===== src/rtl/sonar_pkg.sv =====
// Shared definitions for the sonar sweep sequencer: state codes and default
// timing for a 50 MHz clock.
package sonar_pkg;

  typedef enum logic [3:0] {
    INICIAL  = 4'd0,
    ACOMODA  = 4'd1,
    MEDE     = 4'd2,
    AGUARDA  = 4'd3,
    REGISTRA = 4'd4,
    PROXIMA  = 4'd5
  } estado_t;

  localparam int T_ACOMODA_50M = 25_000_000;
  localparam int T_TIMEOUT_50M = 5_000_000;

  // Bits needed for a timer that must reach max(a, b) - 1.
  function automatic int largura_timer(input int a, input int b);
    int m;
    m = (a > b) ? a : b;
    return (m > 2) ? $clog2(m) : 1;
  endfunction

endpackage


===== src/rtl/contador_m.sv =====
// Generic synchronous modulo counter; wraps to zero when Q reaches limite.
module contador_m #(
  parameter int W = 4
) (
  input  logic         clock,
  input  logic         zera,
  input  logic         conta,
  input  logic [W-1:0] limite,
  output logic [W-1:0] Q,
  output logic         fim
);

  logic [W-1:0] r_q;

  assign Q   = r_q;
  assign fim = (r_q == limite);

  always_ff @(posedge clock) begin
    if (zera) begin
      r_q <= '0;
    end else if (conta) begin
      r_q <= fim ? '0 : r_q + 1'b1;
    end
  end

endmodule


===== src/rtl/controle_varredura_sonar.sv =====
// Sonar sweep sequencer: moves the servo back and forth, waits for it to
// settle, triggers one distance measurement per position and flags the sample.
module controle_varredura_sonar
  import sonar_pkg::*;
#(
  parameter int N_POSICOES = 8,
  parameter int W_POS      = 3,
  parameter int T_ACOMODA  = T_ACOMODA_50M,
  parameter int T_TIMEOUT  = T_TIMEOUT_50M
) (
  input  logic             clock,
  input  logic             reset,
  input  logic             ligar,
  input  logic             fim_medida,
  output logic [W_POS-1:0] posicao,
  output logic             medir,
  output logic             registra,
  output logic             timeout_medida,
  output logic             direcao,
  output logic [3:0]       db_estado
);

  localparam int W_TIMER = largura_timer(T_ACOMODA, T_TIMEOUT);
  localparam logic [W_TIMER-1:0] LIM_ACOMODA = W_TIMER'(T_ACOMODA - 1);
  localparam logic [W_TIMER-1:0] LIM_TIMEOUT = W_TIMER'(T_TIMEOUT - 1);
  localparam logic [W_POS-1:0]   POS_MAX     = W_POS'(N_POSICOES - 1);

  estado_t            r_estado;
  estado_t            w_proximo;
  logic [W_POS-1:0]   r_posicao;
  logic               r_direcao;
  logic               r_timeout;
  logic               w_conta;
  logic               w_zera;
  logic [W_TIMER-1:0] w_limite;
  logic [W_TIMER-1:0] w_timer;
  logic               w_fim_timer;

  // One timer shared by the settle and measurement-wait states.
  contador_m #(.W(W_TIMER)) u_timer (
    .clock  (clock),
    .zera   (w_zera),
    .conta  (w_conta),
    .limite (w_limite),
    .Q      (w_timer),
    .fim    (w_fim_timer)
  );

  always_ff @(posedge clock) begin
    if (reset) begin
      r_estado <= INICIAL;
    end else begin
      r_estado <= w_proximo;
    end
  end

  // Dropping ligar parks the sweep from any active state.
  always_comb begin
    w_proximo = r_estado;
    if (r_estado != INICIAL && !ligar) begin
      w_proximo = INICIAL;
    end else begin
      unique case (r_estado)
        INICIAL:  if (ligar) w_proximo = ACOMODA;
        ACOMODA:  if (w_fim_timer) w_proximo = MEDE;
        MEDE:     w_proximo = AGUARDA;
        AGUARDA:  if (fim_medida || w_fim_timer) w_proximo = REGISTRA;
        REGISTRA: w_proximo = PROXIMA;
        PROXIMA:  w_proximo = ACOMODA;
        default:  w_proximo = INICIAL;
      endcase
    end
  end

  always_comb begin
    medir     = (r_estado == MEDE);
    registra  = (r_estado == REGISTRA);
    w_conta   = (r_estado == ACOMODA) || (r_estado == AGUARDA);
    w_zera    = reset || !w_conta;
    w_limite  = (r_estado == ACOMODA) ? LIM_ACOMODA : LIM_TIMEOUT;
    db_estado = r_estado;
  end

  always_ff @(posedge clock) begin
    if (reset) begin
      r_posicao <= '0;
      r_direcao <= 1'b0;
      r_timeout <= 1'b0;
    end else begin
      if (r_estado == INICIAL) begin
        r_posicao <= '0;
        r_direcao <= 1'b0;
      end else if (r_estado == PROXIMA && ligar) begin
        if (!r_direcao) begin
          if (r_posicao == POS_MAX) begin
            r_direcao <= 1'b1;
            r_posicao <= r_posicao - 1'b1;
          end else begin
            r_posicao <= r_posicao + 1'b1;
          end
        end else begin
          if (r_posicao == '0) begin
            r_direcao <= 1'b0;
            r_posicao <= r_posicao + 1'b1;
          end else begin
            r_posicao <= r_posicao - 1'b1;
          end
        end
      end
      // A completed measurement takes priority over the timeout.
      if (r_estado == AGUARDA && w_proximo == REGISTRA) begin
        r_timeout <= !fim_medida;
      end
    end
  end

  assign posicao        = r_posicao;
  assign direcao        = r_direcao;
  assign timeout_medida = r_timeout;

endmodule


===== config.mk =====
export PLATFORM = sky130hd
export DESIGN_NAME = controle_varredura_sonar
export DESIGN_NICKNAME = d
export VERILOG_FILES = /design/src/rtl/sonar_pkg.sv /design/src/rtl/contador_m.sv /design/src/rtl/controle_varredura_sonar.sv
export SDC_FILE = /design/constraint.sdc
export NUM_CORES = 1
export LEC_CHECK = 0
export ABC_AREA = 1
export BUFFER_PORTS_ARGS = -buffer_cell sky130_fd_sc_hd__buf_2
export CELL_PAD_IN_SITES_DETAIL_PLACEMENT = 1
export CELL_PAD_IN_SITES_GLOBAL_PLACEMENT = 2
export CORE_MARGIN = 2
export CORE_UTILIZATION = 30
export DETAILED_ROUTE_END_ITERATION = 7
export HOLD_SLACK_MARGIN = 0.08
export PLACE_DENSITY_LB_ADDON = 0.1
export SYNTH_ARGS = -nofsm -noshare
export SYNTH_HDL_FRONTEND = slang
export SYNTH_SLANG_ARGS = --single-unit

===== constraint.sdc =====
create_clock -name clock -period 1.7 [get_ports clock]
set_input_delay 0.17 -clock clock [delete_from_list [all_inputs] [get_ports clock]]
set_output_delay 0.17 -clock clock [all_outputs]
set_load 0.02 [all_outputs]

==> out/results.tsv <==
metric	value	unit
Worst setup EP type	flip-flop	
Synth cell types	29	
slowest library cell on the worst path	dfxtp_2	
post-synthesis sequential area ratio	0.368	
hold path startpoint	fim_medida	
commonest non-fill, non-tap cell in the layout	nand2_1	
top post-synthesis cells by area	dfxtp_1 37%, nor2_1 11%, nand2_1 10%	
worst-case clock buffer depth	2	
Setup crit start	u_timer.Q[0]$_SDFFE_PP0N_	
max frequency	0.586	GHz
DP HPWL	4.25	mm
CTS H-tree lvls	2	
die area	6800	µm²
asr flop ratio synth	0	
Synth Net Count	282	
port bufs	14	
WHS Path Cells	4	
Hold WS	0.168	ns
total grt overflow	0	
die width	82.5	µm
P&R area growth vs syn	35.1	%
Critical Path Start Type	flip-flop	
Iter 0 DRT Violations	78	
fin crit share	1.00	
drt pass-1 iters	4	
worst clock skew	0.00726	ns
GR Util All Layers	0.172	
# setup viols final	1	
CP required	1.89	ns
failing checks	negative setup slack	
Hold Path Class	input port to flip-flop	
root buf cell	clkbuf_8	
Seq cells post-synth	34	
chip height	82.5	µm
synthesized cell area	1850	µm²
total of warnings raised by yosys	0	
RSZ-0062 raised after global routing	true	
total power	0.00144	W
first-pass GRT wire length	8.62	mm
Max Cap Viol	0	
largest net degree at the start of global routing	15	
Critical Path AT	1.90	ns
# DRC	0	
Final ANT Viol Nets	0	
R2R setup slack	-0.007	ns
Crit Path Category	flip-flop to flip-flop	
layout cells sized above 1	0.278	
VDD IR max	322	µV
antenna violations before repair	0	
CTS tree	done	
worst-skew pair later-pin latency	0.29	ns
Buf/Inv on CP	1	
FP Rows	28	
vias in the first global route	1834	
min Tclk post-route	1.71	ns
RePlAce Congestion	0.793	
Cells after Synth	273	
worst-path maximum fanout	6	
routed wire length	5.62	mm
CTS Buf Count	5	
Post-CTS Hold Buffers	0	
Nets	336	
pre-CTS setup slack	-0.203	ns
worst flop-to-flop path endpoint	u_timer.Q[23]$_SDFFE_PP0N_	
Fillers	778	
routed vias	1914	
Starting Density	0.312	
setup ws final	-0.00718	ns
clock sink count	34	
Syn Area/Cell	6.77	µm²
Via density	4.76	
Yosys top cell area share	0.368	
R2R depth	10	
largest area contributor in the netlist	dfxtp_1	
final hold vios	0	
top_reg_cell synth	dfxtp_1	
Pwr Density	576	nW/µm²
core box area	5920	µm²
Hold Path End	timeout_medida$_SDFFE_PP0P_	
IO Count	15	
antenna cells	0	
commonest non-fill, non-tap cells in the layout	48 x nand2_1, 44 x nor2_1, 39 x inv_1, 30 x buf_4, 28 x dfxtp_1	
Final Max Tran Viols	0	
RR Startpoint	u_timer.Q[0]$_SDFFE_PP0N_	
wire per inst	14.0	µm
number of enable flip-flop cells after synthesis	0	
outcome	complete, but fails checks	
final core utilization	0.422	
largest delay contributor family on the critical path	simple AND/OR/NAND/NOR gates	
static leakage	1.01	nW
critical path, cell by cell	ha_4 -> nand3_2 -> nor2_4 -> nand3_2 -> nor2_4 -> nand3_4 -> nand2_4 -> buf_6 -> a21oi_1 -> and2_1	
Worst-path clk slew	0.08	ns
Largest stage delay, worst path	0.38	ns
-- area by class of cell --
type                    count  area [µm²]  share of cell area
clock inverters             2        10.0             0.00401
repair buffers             49         355               0.142
clock buffers               5        68.8              0.0276
well taps                  75        93.8              0.0376
multi-input cells         197        1130               0.453
flip-flops and latches     34         688               0.276
inverters                  40         150              0.0601
-- state kept, by name (all words and copies together) (netlist names) --
register and flops:
u_timer.Q 25, db_estado 4, posicao 3, direcao 1
timeout_medida 1
-- where the power goes --
part,internal (W),total [W],switching [W]
logic,0.0000170,0.0000490,0.0000320
clock network,0.000275,0.000588,0.000313
registers,0.000799,0.000802,0.00000368
-- worst max-delay path by stage --
stage,endpoint,slack (ns),cells past startpoint
2_1_floorplan,u_timer.Q[23]$_SDFFE_PP0N_,0.08,10
3_3_place_gp,u_timer.Q[2]$_SDFFE_PP0N_,-0.21,9
3_5_place_dp,u_timer.Q[12]$_SDFFE_PP0N_,-0.20,9
4_1_cts,u_timer.Q[18]$_SDFFE_PP0N_,-0.007,10
5_1_grt,u_timer.Q[23]$_SDFFE_PP0N_,-0.12,8
6_report,u_timer.Q[23]$_SDFFE_PP0N_,-0.007,10
-- cells by family (layout without fill, tap and decap cells) --
family                     count (synthesis)  after routing  synth area share
buffers and inverters                     42             96            0.0867
AOI/OAI and AO/OA                         34             34             0.104
DFF                                       34             34             0.368
and+or+nand+nor                          150            150             0.372
other                                      1              1           0.00203
xor gates and xnor gates                   7              7            0.0332
adders and majority gates                  5              5            0.0339
-- Yosys cell counts, types with 2 or more instances --
| library cell | count |
|---|---|
| a21oi_1 | 18 |
| a31oi_1 | 2 |
| buf_2 | 2 |
| dfxtp_1 | 34 |
| ha_1 | 5 |
| inv_1 | 39 |
| nand2_1 | 50 |
| nand2_2 | 2 |
| nand3_1 | 16 |
| nand3_2 | 2 |
| nand3b_1 | 3 |
| nand4_1 | 5 |
| nor2_1 | 53 |
| nor3_1 | 8 |
| nor3_2 | 4 |
| nor4_1 | 3 |
| o21ai_0 | 9 |
| xor2_1 | 7 |
-- layer usage --
| metal | up-vias | global-route usage | routed length (µm) |
|---|---|---|---|
| met5 | - | 0 | 0 |
| met4 | 0 | 0.0500 | 31 |
| met3 | 3 | 0.0348 | 151 |
| met2 | 21 | 0.302 | 2790 |
| met1 | 904 | 0.212 | 2640 |
| li1 | 986 | - | - |
-- tightest hold or removal path: cells and delay by family --
family	cells	cell delay (ns)
AND/OR/NAND/NOR	3	0.17
buffers and inverters	1	0.09
-- stage by stage --
step	setup TNS, ns	instances	cell area, µm²
final	-0.00718	402	2500
after global placement	-3.67	387	2200
after global routing	-1.19	402	2500
after detailed placement	-3.74	387	2200
after CTS	-0.00686	396	2370
after floorplan	0	273	1850
-- timing repair --
action,CTS,global route
buffers inserted,2,6
pin swaps,5,12
endpoints found under the setup margin,28,28
gates resized for setup,17,25
(Power assumes the default switching activity.)
